<file path="config.mk">
export PLATFORM = sky130hd
export DESIGN_NAME = control_unit_flat
export DESIGN_NICKNAME = d
export VERILOG_FILES = /design/src/rtl/control_pkg.sv /design/src/rtl/control_unit_if.sv /design/src/rtl/control_unit_instr_decoder.sv /design/src/rtl/control_unit.sv /design/src/flat_wrapper.sv
export SDC_FILE = /design/constraint.sdc
export NUM_CORES = 1
export LEC_CHECK = 0
export BUFFER_PORTS_ARGS = -buffer_cell sky130_fd_sc_hd__clkbuf_2
export CORE_ASPECT_RATIO = 1.2
export CORE_MARGIN = 2
export CORE_UTILIZATION = 48
export DETAILED_ROUTE_END_ITERATION = 8
export PLACE_DENSITY = 0.78
export SYNTH_ARGS = -nofsm -noshare
export SYNTH_HDL_FRONTEND = slang
export SYNTH_SLANG_ARGS = --single-unit
</file>
<file path="constraint.sdc">
create_clock -name clk -period 1.4 [get_ports clk]
set_input_delay 0.14 -clock clk [delete_from_list [all_inputs] [get_ports clk]]
set_output_delay 0.14 -clock clk [all_outputs]
set_load 0.02 [all_outputs]
</file>
<file path="src/rtl/control_pkg.sv">
// Shared types for the accumulator-machine control unit:
// opcodes, ALU ops, accumulator-input selects, sequencer states.
package control_pkg;

  localparam int INSTR_W = 16;
  localparam int OPC_W   = 5;
  localparam int OPND_W  = INSTR_W - OPC_W;

  typedef enum logic [4:0] {
    OP_HLT  = 5'd0,
    OP_STO  = 5'd1,
    OP_LD   = 5'd2,
    OP_LDI  = 5'd3,
    OP_ADD  = 5'd4,
    OP_ADDI = 5'd5,
    OP_SUB  = 5'd6,
    OP_SUBI = 5'd7,
    OP_BEQ  = 5'd8,
    OP_BNE  = 5'd9,
    OP_BGT  = 5'd10,
    OP_BGE  = 5'd11,
    OP_BLT  = 5'd12,
    OP_BLE  = 5'd13,
    OP_JMP  = 5'd14,
    OP_NOT  = 5'd15,
    OP_AND  = 5'd16,
    OP_ANDI = 5'd17,
    OP_OR   = 5'd18,
    OP_ORI  = 5'd19,
    OP_XOR  = 5'd20,
    OP_XORI = 5'd21,
    OP_SLL  = 5'd22,
    OP_SRL  = 5'd23
  } opcode_e;

  typedef enum logic [2:0] {
    ALU_ADD = 3'd0,
    ALU_SUB = 3'd1,
    ALU_AND = 3'd2,
    ALU_OR  = 3'd3,
    ALU_XOR = 3'd4,
    ALU_NOT = 3'd5,
    ALU_SLL = 3'd6,
    ALU_SRL = 3'd7
  } alu_op_e;

  localparam logic [1:0] SEL_A_IMM = 2'b00;
  localparam logic [1:0] SEL_A_MEM = 2'b01;
  localparam logic [1:0] SEL_A_ALU = 2'b10;

  typedef enum logic [1:0] {
    FETCH   = 2'd0,
    DECODE  = 2'd1,
    EXECUTE = 2'd2,
    HALT    = 2'd3
  } state_e;

  typedef enum logic [2:0] {
    BR_NONE = 3'd0,
    BR_EQ   = 3'd1,
    BR_NE   = 3'd2,
    BR_GT   = 3'd3,
    BR_GE   = 3'd4,
    BR_LT   = 3'd5,
    BR_LE   = 3'd6,
    BR_ALW  = 3'd7
  } br_cond_e;

  typedef struct packed {
    logic [1:0] sel_a;
    logic       sel_b;
    alu_op_e    alu_op;
    logic       wr_acc;
    logic       wr_mem;
    logic       is_alu;
    br_cond_e   br;
  } dec_t;

endpackage

</file>
<file path="src/rtl/control_unit_if.sv">
// Control-unit <-> datapath bundle: instruction and ALU status in,
// strobes, selects and operand out.
interface control_unit_if #(
  parameter int INSTR_WIDTH  = 16,
  parameter int OPCODE_WIDTH = 5
);
  localparam int OPND_WIDTH = INSTR_WIDTH - OPCODE_WIDTH;

  logic [INSTR_WIDTH-1:0] instr_in;
  logic                   alu_zero;
  logic                   alu_neg;
  logic [OPND_WIDTH-1:0]  operand;
  logic                   ir_wr;
  logic                   pc_wr;
  logic                   pc_sel;
  logic [1:0]             sel_A;
  logic                   sel_B;
  logic [2:0]             alu_op;
  logic                   acc_wr;
  logic                   mem_wr;
  logic                   halted;

  modport master (
    input  instr_in, alu_zero, alu_neg,
    output operand, ir_wr, pc_wr, pc_sel,
    output sel_A, sel_B, alu_op,
    output acc_wr, mem_wr, halted
  );

  modport slave (
    output instr_in, alu_zero, alu_neg,
    input  operand, ir_wr, pc_wr, pc_sel,
    input  sel_A, sel_B, alu_op,
    input  acc_wr, mem_wr, halted
  );

endinterface

</file>
<file path="src/rtl/control_unit_instr_decoder.sv">
// Combinational opcode decode into datapath selects, write
// intents and branch condition.
module instr_decoder
  import control_pkg::*;
(
  input  opcode_e op_i,
  output dec_t    dec_o
);

  function automatic dec_t alu_dec(
    input alu_op_e op,
    input logic    imm
  );
    dec_t d;
    d        = '0;
    d.sel_a  = SEL_A_ALU;
    d.sel_b  = imm;
    d.alu_op = op;
    d.wr_acc = 1'b1;
    d.is_alu = 1'b1;
    return d;
  endfunction

  always_comb begin
    dec_o = '0;
    case (op_i)
      OP_STO:  dec_o.wr_mem = 1'b1;
      OP_LD: begin
        dec_o.sel_a  = SEL_A_MEM;
        dec_o.wr_acc = 1'b1;
      end
      OP_LDI: begin
        dec_o.sel_a  = SEL_A_IMM;
        dec_o.wr_acc = 1'b1;
      end
      OP_ADD:  dec_o = alu_dec(ALU_ADD, 1'b0);
      OP_ADDI: dec_o = alu_dec(ALU_ADD, 1'b1);
      OP_SUB:  dec_o = alu_dec(ALU_SUB, 1'b0);
      OP_SUBI: dec_o = alu_dec(ALU_SUB, 1'b1);
      OP_NOT:  dec_o = alu_dec(ALU_NOT, 1'b0);
      OP_AND:  dec_o = alu_dec(ALU_AND, 1'b0);
      OP_ANDI: dec_o = alu_dec(ALU_AND, 1'b1);
      OP_OR:   dec_o = alu_dec(ALU_OR, 1'b0);
      OP_ORI:  dec_o = alu_dec(ALU_OR, 1'b1);
      OP_XOR:  dec_o = alu_dec(ALU_XOR, 1'b0);
      OP_XORI: dec_o = alu_dec(ALU_XOR, 1'b1);
      OP_SLL:  dec_o = alu_dec(ALU_SLL, 1'b1);
      OP_SRL:  dec_o = alu_dec(ALU_SRL, 1'b1);
      OP_BEQ:  dec_o.br = BR_EQ;
      OP_BNE:  dec_o.br = BR_NE;
      OP_BGT:  dec_o.br = BR_GT;
      OP_BGE:  dec_o.br = BR_GE;
      OP_BLT:  dec_o.br = BR_LT;
      OP_BLE:  dec_o.br = BR_LE;
      OP_JMP:  dec_o.br = BR_ALW;
      default: dec_o = '0;
    endcase
  end

endmodule

</file>
<file path="src/rtl/control_unit.sv">
// Multi-cycle sequencer: IR, Z/N flags and strobe gating for the
// accumulator datapath; three cycles per instruction.
module control_unit
  import control_pkg::*;
#(
  parameter int INSTR_WIDTH  = 16,
  parameter int OPCODE_WIDTH = 5
) (
  input logic            clk,
  input logic            rst_n,
  control_unit_if.master bus
);

  localparam int OPND_WIDTH = INSTR_WIDTH - OPCODE_WIDTH;

  state_e                 state_q, state_d;
  logic [INSTR_WIDTH-1:0] ir_q, ir_d;
  logic                   z_q, z_d;
  logic                   n_q, n_d;
  opcode_e                op;
  dec_t                   dec;
  logic                   take;

  assign op = opcode_e'(
    ir_q[INSTR_WIDTH-1 -: OPCODE_WIDTH]);

  instr_decoder u_dec (
    .op_i  (op),
    .dec_o (dec)
  );

  always_comb begin
    take = 1'b0;
    unique case (dec.br)
      BR_NONE: take = 1'b0;
      BR_EQ:   take = z_q;
      BR_NE:   take = !z_q;
      BR_GT:   take = !z_q && !n_q;
      BR_GE:   take = !n_q;
      BR_LT:   take = n_q;
      BR_LE:   take = n_q || z_q;
      BR_ALW:  take = 1'b1;
    endcase
  end

  always_comb begin
    state_d = state_q;
    ir_d    = ir_q;
    z_d     = z_q;
    n_d     = n_q;
    unique case (state_q)
      FETCH: begin
        state_d = DECODE;
        ir_d    = bus.instr_in;
      end
      DECODE:  state_d = EXECUTE;
      EXECUTE: begin
        state_d = (op == OP_HLT) ? HALT : FETCH;
        if (dec.is_alu) begin
          z_d = bus.alu_zero;
          n_d = bus.alu_neg;
        end
      end
      HALT:    state_d = HALT;
    endcase
  end

  // Everything is forced low while rst_n is asserted, even mid-EXECUTE.
  always_comb begin
    bus.operand = ir_q[OPND_WIDTH-1:0];
    bus.ir_wr   = 1'b0;
    bus.pc_wr   = 1'b0;
    bus.pc_sel  = 1'b0;
    bus.sel_A   = SEL_A_IMM;
    bus.sel_B   = 1'b0;
    bus.alu_op  = 3'd0;
    bus.acc_wr  = 1'b0;
    bus.mem_wr  = 1'b0;
    bus.halted  = 1'b0;
    unique case (state_q)
      FETCH:  bus.ir_wr = 1'b1;
      DECODE: begin
        bus.sel_A  = dec.sel_a;
        bus.sel_B  = dec.sel_b;
        bus.alu_op = dec.alu_op;
      end
      EXECUTE: begin
        bus.sel_A  = dec.sel_a;
        bus.sel_B  = dec.sel_b;
        bus.alu_op = dec.alu_op;
        bus.acc_wr = dec.wr_acc;
        bus.mem_wr = dec.wr_mem;
        bus.pc_wr  = (op != OP_HLT);
        bus.pc_sel = take;
      end
      HALT:   bus.halted = 1'b1;
    endcase
    if (!rst_n) begin
      bus.operand = '0;
      bus.ir_wr   = 1'b0;
      bus.pc_wr   = 1'b0;
      bus.pc_sel  = 1'b0;
      bus.sel_A   = SEL_A_IMM;
      bus.sel_B   = 1'b0;
      bus.alu_op  = 3'd0;
      bus.acc_wr  = 1'b0;
      bus.mem_wr  = 1'b0;
      bus.halted  = 1'b0;
    end
  end

  always_ff @(posedge clk) begin
    if (!rst_n) begin
      state_q <= FETCH;
      ir_q    <= '0;
      z_q     <= 1'b0;
      n_q     <= 1'b0;
    end else begin
      state_q <= state_d;
      ir_q    <= ir_d;
      z_q     <= z_d;
      n_q     <= n_d;
    end
  end

endmodule

</file>
<file path="src/flat_wrapper.sv">
// flat-port wrapper written by rule: the top's interface ports become plain ports
module control_unit_flat import control_pkg::*;
#(
  parameter int INSTR_WIDTH  = 16,
  parameter int OPCODE_WIDTH = 5
)
  (clk, rst_n, bus_instr_in, bus_alu_zero, bus_alu_neg, bus_operand, bus_ir_wr, bus_pc_wr, bus_pc_sel, bus_sel_A, bus_sel_B, bus_alu_op, bus_acc_wr, bus_mem_wr, bus_halted);
  control_unit_if #(.INSTR_WIDTH(INSTR_WIDTH), .OPCODE_WIDTH(OPCODE_WIDTH)) bus_i ();
  input logic clk;
  input logic rst_n;
  input wire logic [$bits(bus_i.instr_in)-1:0] bus_instr_in;
  input wire logic [$bits(bus_i.alu_zero)-1:0] bus_alu_zero;
  input wire logic [$bits(bus_i.alu_neg)-1:0] bus_alu_neg;
  output wire logic [$bits(bus_i.operand)-1:0] bus_operand;
  output wire logic [$bits(bus_i.ir_wr)-1:0] bus_ir_wr;
  output wire logic [$bits(bus_i.pc_wr)-1:0] bus_pc_wr;
  output wire logic [$bits(bus_i.pc_sel)-1:0] bus_pc_sel;
  output wire logic [$bits(bus_i.sel_A)-1:0] bus_sel_A;
  output wire logic [$bits(bus_i.sel_B)-1:0] bus_sel_B;
  output wire logic [$bits(bus_i.alu_op)-1:0] bus_alu_op;
  output wire logic [$bits(bus_i.acc_wr)-1:0] bus_acc_wr;
  output wire logic [$bits(bus_i.mem_wr)-1:0] bus_mem_wr;
  output wire logic [$bits(bus_i.halted)-1:0] bus_halted;
  assign bus_i.instr_in = bus_instr_in;
  assign bus_i.alu_zero = bus_alu_zero;
  assign bus_i.alu_neg = bus_alu_neg;
  assign bus_operand = bus_i.operand;
  assign bus_ir_wr = bus_i.ir_wr;
  assign bus_pc_wr = bus_i.pc_wr;
  assign bus_pc_sel = bus_i.pc_sel;
  assign bus_sel_A = bus_i.sel_A;
  assign bus_sel_B = bus_i.sel_B;
  assign bus_alu_op = bus_i.alu_op;
  assign bus_acc_wr = bus_i.acc_wr;
  assign bus_mem_wr = bus_i.mem_wr;
  assign bus_halted = bus_i.halted;
  control_unit #(.INSTR_WIDTH(INSTR_WIDTH), .OPCODE_WIDTH(OPCODE_WIDTH)) u_core (.clk(clk), .rst_n(rst_n), .bus(bus_i));
endmodule
</file>
**Word-level counts from Yosys, hierarchy flattened**

Cells that the tools add are included.
Widths: inputs -> output; s select.

- Logic and storage cells: 77
- Register bits: 20
- Bits of input ports: 20

- Multiplexer cells: 28
- Reduce and logical (&&, ||, !) cells: 12
- Equality and inequality tests: 33

Operators with widths:

| kind | count |
|---|---|
| $pmux 4 s12 | 1 |
| $eq 5x4->1 const B | 8 |
| $eq 5x5->1 const B | 8 |
| $pmux 3 s7 | 1 |
| $eq 5x3->1 const B | 4 |
| $mux 1 | 17 |
| $reduce_or 15->1 | 1 |
| $reduce_or 13->1 | 1 |
| $eq 3x3->1 const B | 4 |
| $mux 11 | 1 |
| $eq 5x2->1 const B | 2 |
| $pmux 1 s8 | 1 |
| $pmux 2 s4 | 1 |
| $eq 3x2->1 const B | 2 |
| $mux 2 | 3 |
| $mux 3 | 2 |
| $eq 5x1->1 const B | 1 |
| $logic_not 5->1 | 1 |
| $reduce_bool 5->1 | 1 |
| $eq 2x2->1 const B | 2 |
| $pmux 2 s2 | 1 |
| $eq 3x1->1 const B | 1 |
| $logic_not 3->1 | 1 |
| $eq 2x1->1 const B | 1 |
| 6 further kinds | 7 |

**Logic depth before layout (Yosys ltp)**

Gate-level depths: netlist (run 1).

- Depth after elaboration: 6
- Depth in mapped cells: 6
- Depth with buffers taken out: 5

**Hierarchy**

From an unflattened synthesis (run 1), not the netlist that was laid out.

- Cell total of the unflattened synthesis: 142
- Area, all modules: 1204.9 sq um

Modules (own cells, without submodules):

| module | seq. area each (sq um) | cells an instance | instances | area an instance (sq um) |
|---|---|---|---|---|
| control_unit | 400.4 | 112 | 1 | 1032.2 |
| instr_decoder | 0.0 | 30 | 1 | 172.7 |

**Least setup slack after synthesis (run 1)**

OpenSTA, ideal clock, no wires.

- Kind: register to output
- From: register u_core.state_q[1]
- To: output port bus_alu_op[0]
- Arrival: 1.917 ns
- Path slack: -0.657 ns
- Cell stages (with the launch flop): 5
- Path through: dfxtp_1 -> inv_1 -> ha_1 -> nand3_1 -> a2111oi_0

- Cells in the longest elaborated chain, start to end: 4

Ends and longest elaborated chain:

| what | RTL line | text |
|---|---|---|
| start: declaration | control_unit.sv:16 | `state_e state_q, state_d;` |
| start signal: assignment | control_unit.sv:119 | `state_q <= state_d;` |
| $eq 2x1->1 or $eq 2x2->1 (tied branches) | control_unit.sv:80 | `unique case (state_q)` |
| $reduce_or 2->1 (no line) * | -- |  |
| $mux 3 * | control_unit.sv:80 |  |
| $mux 3 * | control_unit.sv:98 | `if (!rst_n) begin` |
| end: declaration | flat_wrapper.sv:20 | `output wire logic [$bits(bus_i.alu_op)-1:0] bus_alu_op;` |

Mark *: on every way between the ends. The rest lies on a longest branch, timed or not.

**Worst setup path in the final report (run 1)**

- From: register u_core.ir_q[13]
- To: output port bus_pc_sel

- Cells in the longest elaborated chain, start to end: 6

Ends and longest elaborated chain:

| what | RTL line | text |
|---|---|---|
| start: declaration | control_unit.sv:17 | `logic [INSTR_WIDTH-1:0] ir_q, ir_d;` |
| start signal: assignment | control_unit.sv:120 | `ir_q <= ir_d;` |
| $eq 5x4->1 | control_unit_instr_decoder.sv:26 | `case (op_i)` |
| $pmux 3 s7 * | control_unit_instr_decoder.sv:26 |  |
| $eq 3x3->1, or another cell as far along | control_unit.sv:34 | `unique case (dec.br)` |
| $pmux 1 s8 * | control_unit.sv:34 |  |
| $mux 1 * | control_unit.sv:80 |  |
| $mux 1 * | control_unit.sv:98 |  |
| end: declaration | flat_wrapper.sv:17 | `output wire logic [$bits(bus_i.pc_sel)-1:0] bus_pc_sel;` |

Marked as above.

==> results of run 1 <==
[power breakdown]
part	leakage, nW	total, W	internal [W]	switching, W
Combinational	0.665	0.000960	0.000485	0.000476
Clock	0.0279	0.000460	0.000289	0.000170
Sequential	0.169	0.000729	0.000652	0.0000772
Total	0.861	0.00215	0.00143	0.000723
[path summary, 6_finish.rpt]
check,cells after the start,slack [ns],end
setup / recovery,6,-0.29,bus_pc_sel
hold / removal,3,0.06,u_core.n_q$_SDFFE_PN0P_
setup reg to reg,6,0.10,u_core.state_q[0]$_SDFF_PN0_
hold reg to reg,2,0.49,u_core.z_q$_SDFFE_PN0P_
[logic make-up after synthesis]
group,Yosys count,share of synthesized area (%)
multiplexers,18,15.4
AO/OA/AOI/OAI,17,9.53
buffers and inverters,15,7.71
flip-flops,20,34.3
adder cells (fa/ha/maj),4,4.28
AND/OR/NAND/NOR,57,28.1
XOR/XNOR,1,0.750
[synth_stat cells, drive strengths merged]
master	count	share of area [%]
o31a	1	0.75
nand3b	1	0.64
nor2	5	1.6
inv	4	1.3
nand2	9	2.9
or3	1	0.96
nor2b	19	10
and3	1	0.54
nor4b	1	1.3
a31oi	1	0.54
a21oi	6	2.9
o2111a	1	0.96
nand3	2	0.86
clkbuf	3	0.96
ha	4	4.3
a2111oi	1	0.75
o211ai	1	0.64
o21ai	4	1.7
dfxtp	20	34
nor3	5	2.1
buf	8	5.5
a211oi	2	1.3
mux2i	18	15
xnor2	1	0.75
and2	13	7.0
[routing by layer]
layer	global-route usage, %	part of all wire (%)	wire [um]	vias up
li1	-	-	-	565
met1	25.6	42	1380	541
met2	43.1	54	1760	41
met3	2.58	3.8	125	4
met4	7.76	0.43	14	0
met5	0	0	0	-
[sequential cells by signal (all words and copies together), names as in the netlist]
signal          flops
u_core.z_q          1
u_core.state_q      2
u_core.n_q          1
u_core.ir_q        16
[critical path: stages (launching register included)]
cell      delay (ns)
dfxtp_4         0.40
buf_4           0.13
inv_2           0.05
o211ai_1        0.18
a21oi_1         0.08
o2111a_1        0.26
clkbuf_8        0.15
[cell type report]
| class | count | area, um2 |
|---|---|---|
| Inverter | 4 | 15.0 |
| Fill cell | 139 | 434 |
| Tap cell | 31 | 38.8 |
| Clock buffer | 3 | 22.5 |
| Timing Repair Buffer | 66 | 482 |
| Multi-Input combinational cell | 97 | 865 |
| Sequential cell | 20 | 419 |
| Clock inverter | 1 | 30.0 |
[timing repair]
item	in CTS	in global routing
gates resized for setup	50	25
setup endpoints to repair	12	11
setup buffers	6	3
pin swaps	16	7
[per-stage QoR]
step	util, %	total power [W]	TNS, ns
5_1_grt	81.2	0.00226	-2.43
6_report	81.2	0.00215	-1.81
4_1_cts	77.3	0.00204	-1.58
2_1_floorplan	-	0.00120	-0.120
3_5_place_dp	66.2	0.00143	-0.153
3_3_place_gp	66.2	0.00140	-0.0857
==> impl_metrics.csv, run 1 <==
group,metric,value,unit
outcome,outcome,"finished with violations",
outcome,violations,"negative setup slack",
global_route,track_usage,22.4,%
synthesis,yosysUniqueCellTypes,28,
layout,final_area,0.00187,mm2
floorplanning,die_h,58.1,um
critical_path,worstPathRequired,1.26,ns
clocking,clkSlewWorstSetupHoldPaths,0.11,ns
timing,slew_viol_final,0,
route,wire_per_inst,14.8,um
floorplanning,die_x,49.0,um
worst_hold_path,hp-start,"bus_alu_neg",
global_route,grt_pass1_vias,1098,
global_route,grt_pass1_wl,4.97,mm
critical_path,start_kind,"flip-flop",
synthesis,yosysWarnings,0,
critical_path,worst_setup_path_end_kind,"output port",
placement,routabilityCongestion,0.787,
clocking,tritoncts,"yes",
timing,skew,0.00832,ns
route,firstDrtPassIters,4,
route,ant_nets,0,
route,post_drt_via_cell_ratio,5.18,
placement,hpwl,1.99,mm
timing,layout_setup_ws,-0.286,ns
synthesis,synth_nets,156,
critical_path,path_class,"flip-flop to output port",
route,drtIter0Drc,23,
global_route,grt_overflow,0,
critical_path,path_max_fanout,5,
synthesis,ys_ff_latch,20,
synthesis,yosysSeqAreaShare,34.3,%
clocking,cts_root_buf,"clkbuf_4",
timing,finalCriticalPeriod,1.69,ns
pwr,p_per_area,1150,mW/mm2
synthesis,syn_area_per_cell,8.85,um2
route,drc,0,
placement,placed_cell_area,0.00153,mm2
timing,setup_viol,10,
timing,relSlewSlack,81.6,%
synthesis,synth.cell_area,0.00117,mm2
clocking,worstSkewPairLatency,0.30,ns
floorplanning,die_area,0.00285,mm2
floorplanning,num_io_pins,43,
critical_path,r2r_start,"u_core.state_q[0]$_SDFF_PN0_",
worst_hold_path,min_path_type,"primary input to flip-flop",
clocking,holdBufCountCts,0,
global_route,antenna_found_initial,0,
clocking,cts_inserted_buffers,3,
run,drv_cap,0,
critical_path,cp.arrival,1.55,ns
clocking,htreeDepth,1,
route,finalWirelength,3.28,mm
placement,dp_cells,210,
timing,rsz0062_at_grt,"true",
global_route,grt_max_degree,27,
layout,finalNonFillerCells,222,
synthesis,synth_cells,132,
placement,io_buffer_count,42,
clocking,clk_path_buf_depth,2,
timing,min_period_over_period,120,%
critical_path,crit_path_start,"u_core.ir_q[13]$_SDFFE_PN0N_",
layout,diodes,0,
layout,final_cell_mix,"30 x clkbuf_2, 25 x buf_4, 18 x mux2i_1, 17 x nor2b_1, 13 x dfxtp_1",
floorplanning,coreArea,0.00231,mm2
pwr,p_leak,0.861,nW
layout,syn2layout_area_growth,60.2,%
floorplanning,placementRows,19,
placement,place_ws,-0.153,ns
timing,fmax,593,MHz
floorplanning,initial_utilization,50.7,%
layout,nNetsFinal,216,
timing,tightestPinTransition,0.273,ns
clocking,clock-sinks,20,
route,num_vias,1151,
pwr,vdd_drop_max,0.908,mV
timing,hold_ws,0.0626,ns
timing,hold_viol_final,0,
layout,final_common_cell,"clkbuf_2",
layout,drive_above_1_share,55.0,%
Note: power is estimated with default switching activity, not from simulation.
==> run 2, diff against run 1 <==
==> constraint.sdc (replaced) <==
create_clock -name clk -period 1.8 [get_ports clk]
set_input_delay 0.18 -clock clk [delete_from_list [all_inputs] [get_ports clk]]
set_output_delay 0.18 -clock clk [all_outputs]
set_load 0.02 [all_outputs]
==> run 2 against run 1 <==
The flow now finishes without violations. First-iteration DRC count decreased by 22%. Highest routed layer unchanged. Sequential power decreased by 21%. Largest cell class unchanged. Core utilization decreased by 18 points. Register-to-register slack improved by 0.47 ns. Setup slack improved by 0.37 ns. Critical path depth decreased by 1. Non-clock buffer count decreased by 20.
==> impl_metrics.csv, run 2 (synthesis results as in run 1) <==
group,metric,value,unit
outcome,outcome,"finished, final reports clean",
route,wl_met3,115,um
route,finalWirelength,2.49,mm
worst_hold_path,min_path_type,"primary input to flip-flop",
route,drtIter0Drc,18,
route,m1WireLength,1.09,mm
pwr,vdd_drop_max,0.639,mV
global_route,grt_overflow,0,
timing,skew,0.00386,ns
floorplanning,die_area,0.00285,mm2
global_route,grt_max_degree,21,
route,drc,0,
critical_path,path_max_fanout,3,
run,drv_cap,0,
layout,drive_above_1_share,38.2,%
floorplanning,placementRows,19,
clocking,cts_root_buf,"clkbuf_4",
placement,routabilityCongestion,0.786,
route,wire_per_inst,12.4,um
clocking,clk_path_buf_depth,2,
clocking,clock-sinks,20,
critical_path,cp_slowest_cell,"dfxtp_2",
timing,hold_viol_final,0,
timing,layout_setup_ws,0.0843,ns
layout,largest_register_ffs,16,
pwr,p_leak,0.689,nW
floorplanning,num_io_pins,43,
critical_path,path_delay_family,"flip-flops",
placement,place_ws,0.148,ns
layout,nNetsFinal,196,
critical_path,path_class,"flip-flop to output port",
layout,diodes,0,
floorplanning,die_h,58.1,um
route,num_vias,1033,
global_route,antenna_found_initial,0,
critical_path,cp.arrival,1.54,ns
critical_path,slowest_delay,0.35,ns
clocking,clkSlewWorstSetupHoldPaths,0.10,ns
pwr,p_total,0.00124,W
placement,hpwl,1.86,mm
global_route,grt_pass1_vias,1005,
critical_path,cp_cell_sequence,"inv_1, ha_4, nand3_2, a2111oi_4, buf_4",
placement,dp_cells,197,
clocking,htreeDepth,1,
timing,tightestPinTransition,0.359,ns
timing,relSlewSlack,76.1,%
layout,top_register,"u_core.ir_q",
timing,min_period_over_period,95.3,%
clocking,holdBufCountCts,0,
layout,syn2layout_area_growth,24.7,%
floorplanning,initial_utilization,50.7,%
route,post_drt_via_cell_ratio,5.14,
timing,hold_ws,0.124,ns
timing,fmax,583,MHz
critical_path,start_kind,"flip-flop",
route,ant_nets,0,
clocking,worstSkewPairLatency,0.29,ns
timing,slew_viol_final,0,
layout,final_common_cell,"clkbuf_2",
route,top_layer,"met4",
route,firstDrtPassIters,4,
timing,setup_viol,0,
critical_path,worst_setup_path_end_kind,"output port",
clocking,tritoncts,"yes",
layout,fill_cells,216,
critical_path,worstPathRequired,1.62,ns
layout,finalNonFillerCells,201,
pwr,p_per_area,852,mW/mm2
floorplanning,die_x,49.0,um
route,route.met2.wl,1.28,mm
layout,final_cell_mix,"40 x clkbuf_2, 19 x nor2b_1, 18 x mux2i_1, 13 x and2_1, 13 x dfxtp_1",
global_route,track_usage,18.2,%
clocking,cts_inserted_buffers,3,
global_route,grt_pass1_wl,4.11,mm
critical_path,critical_path_buf_inv_count,2,
placement,io_buffer_count,42,
floorplanning,coreArea,0.00231,mm2
layout,reg.largest.list,"u_core.ir_q (16), u_core.state_q (2)",
timing,finalCriticalPeriod,1.72,ns
==> run 2: final cells by class <==
class                           count  area (um2)  area share, %
Clock buffer                        3        22.5           1.55
Timing Repair Buffer               46         245           16.8
Multi-Input combinational cell     97         727           49.9
Inverter                            4        15.0           1.03
Sequential cell                    20         409           28.1
Tap cell                           31        38.8           2.66
==> run 2: report_power, final <==
part           internal [W]  total [W]  switching (W)  leakage [nW]
clock             0.0000777   0.000200       0.000123        0.0138
sequential         0.000506   0.000577      0.0000703         0.167
combinational      0.000222   0.000465       0.000243         0.508
total              0.000806    0.00124       0.000435         0.689
==> run 2: repair_timing <==
| action | 4_1_cts | 5_1_grt |
|---|---|---|
| pin swaps | 1 | 1 |
| endpoints found under the setup margin | 3 | 6 |
| gates resized for setup | 7 | 10 |
| setup buffers | 1 | 0 |
| hold endpoints to repair | 0 | 0 |
==> run 2: worst register-to-register path: cells and delay by family (launching register included) <==
kind / cells / cell delay (ns)
AOI/OAI and AO/OA: 1 / 0.24
DFF: 1 / 0.35
adders and majority gates: 1 / 0.26
and+or+nand+nor: 1 / 0.18
buffers and inverters: 1 / 0.09
==> run 2: layer usage <==
metal / vias to the layer above / global-route usage, %
met4: 0 / 6.12
met5: - / 0
met3: 2 / 2.06
li1: 519 / -
met2: 29 / 36.0
met1: 483 / 20.0
==> run 2: final timing paths <==
check                               startpoint                      endpoint  slack, ns  depth (start not counted)
setup / recovery  u_core.state_q[0]$_SDFF_PN0_                 bus_alu_op[0]       0.08                          5
hold / removal                    bus_alu_zero       u_core.z_q$_SDFFE_PN0P_       0.12                          3
setup reg to reg  u_core.state_q[0]$_SDFF_PN0_  u_core.state_q[0]$_SDFF_PN0_       0.57                          4
hold reg to reg    u_core.ir_q[0]$_SDFFE_PN0N_   u_core.ir_q[0]$_SDFFE_PN0N_       0.51                          2
==> run 2: per-stage QoR <==
step	utilization [%]	TNS, ns	instance area (um2)
final	63.2	0	1460
after global routing	63.2	-0.0263	1460
after CTS	61.4	0	1420
after detailed placement	59.5	0	1370
after global placement	59.5	0	1370
after floorplan	-	0	1170
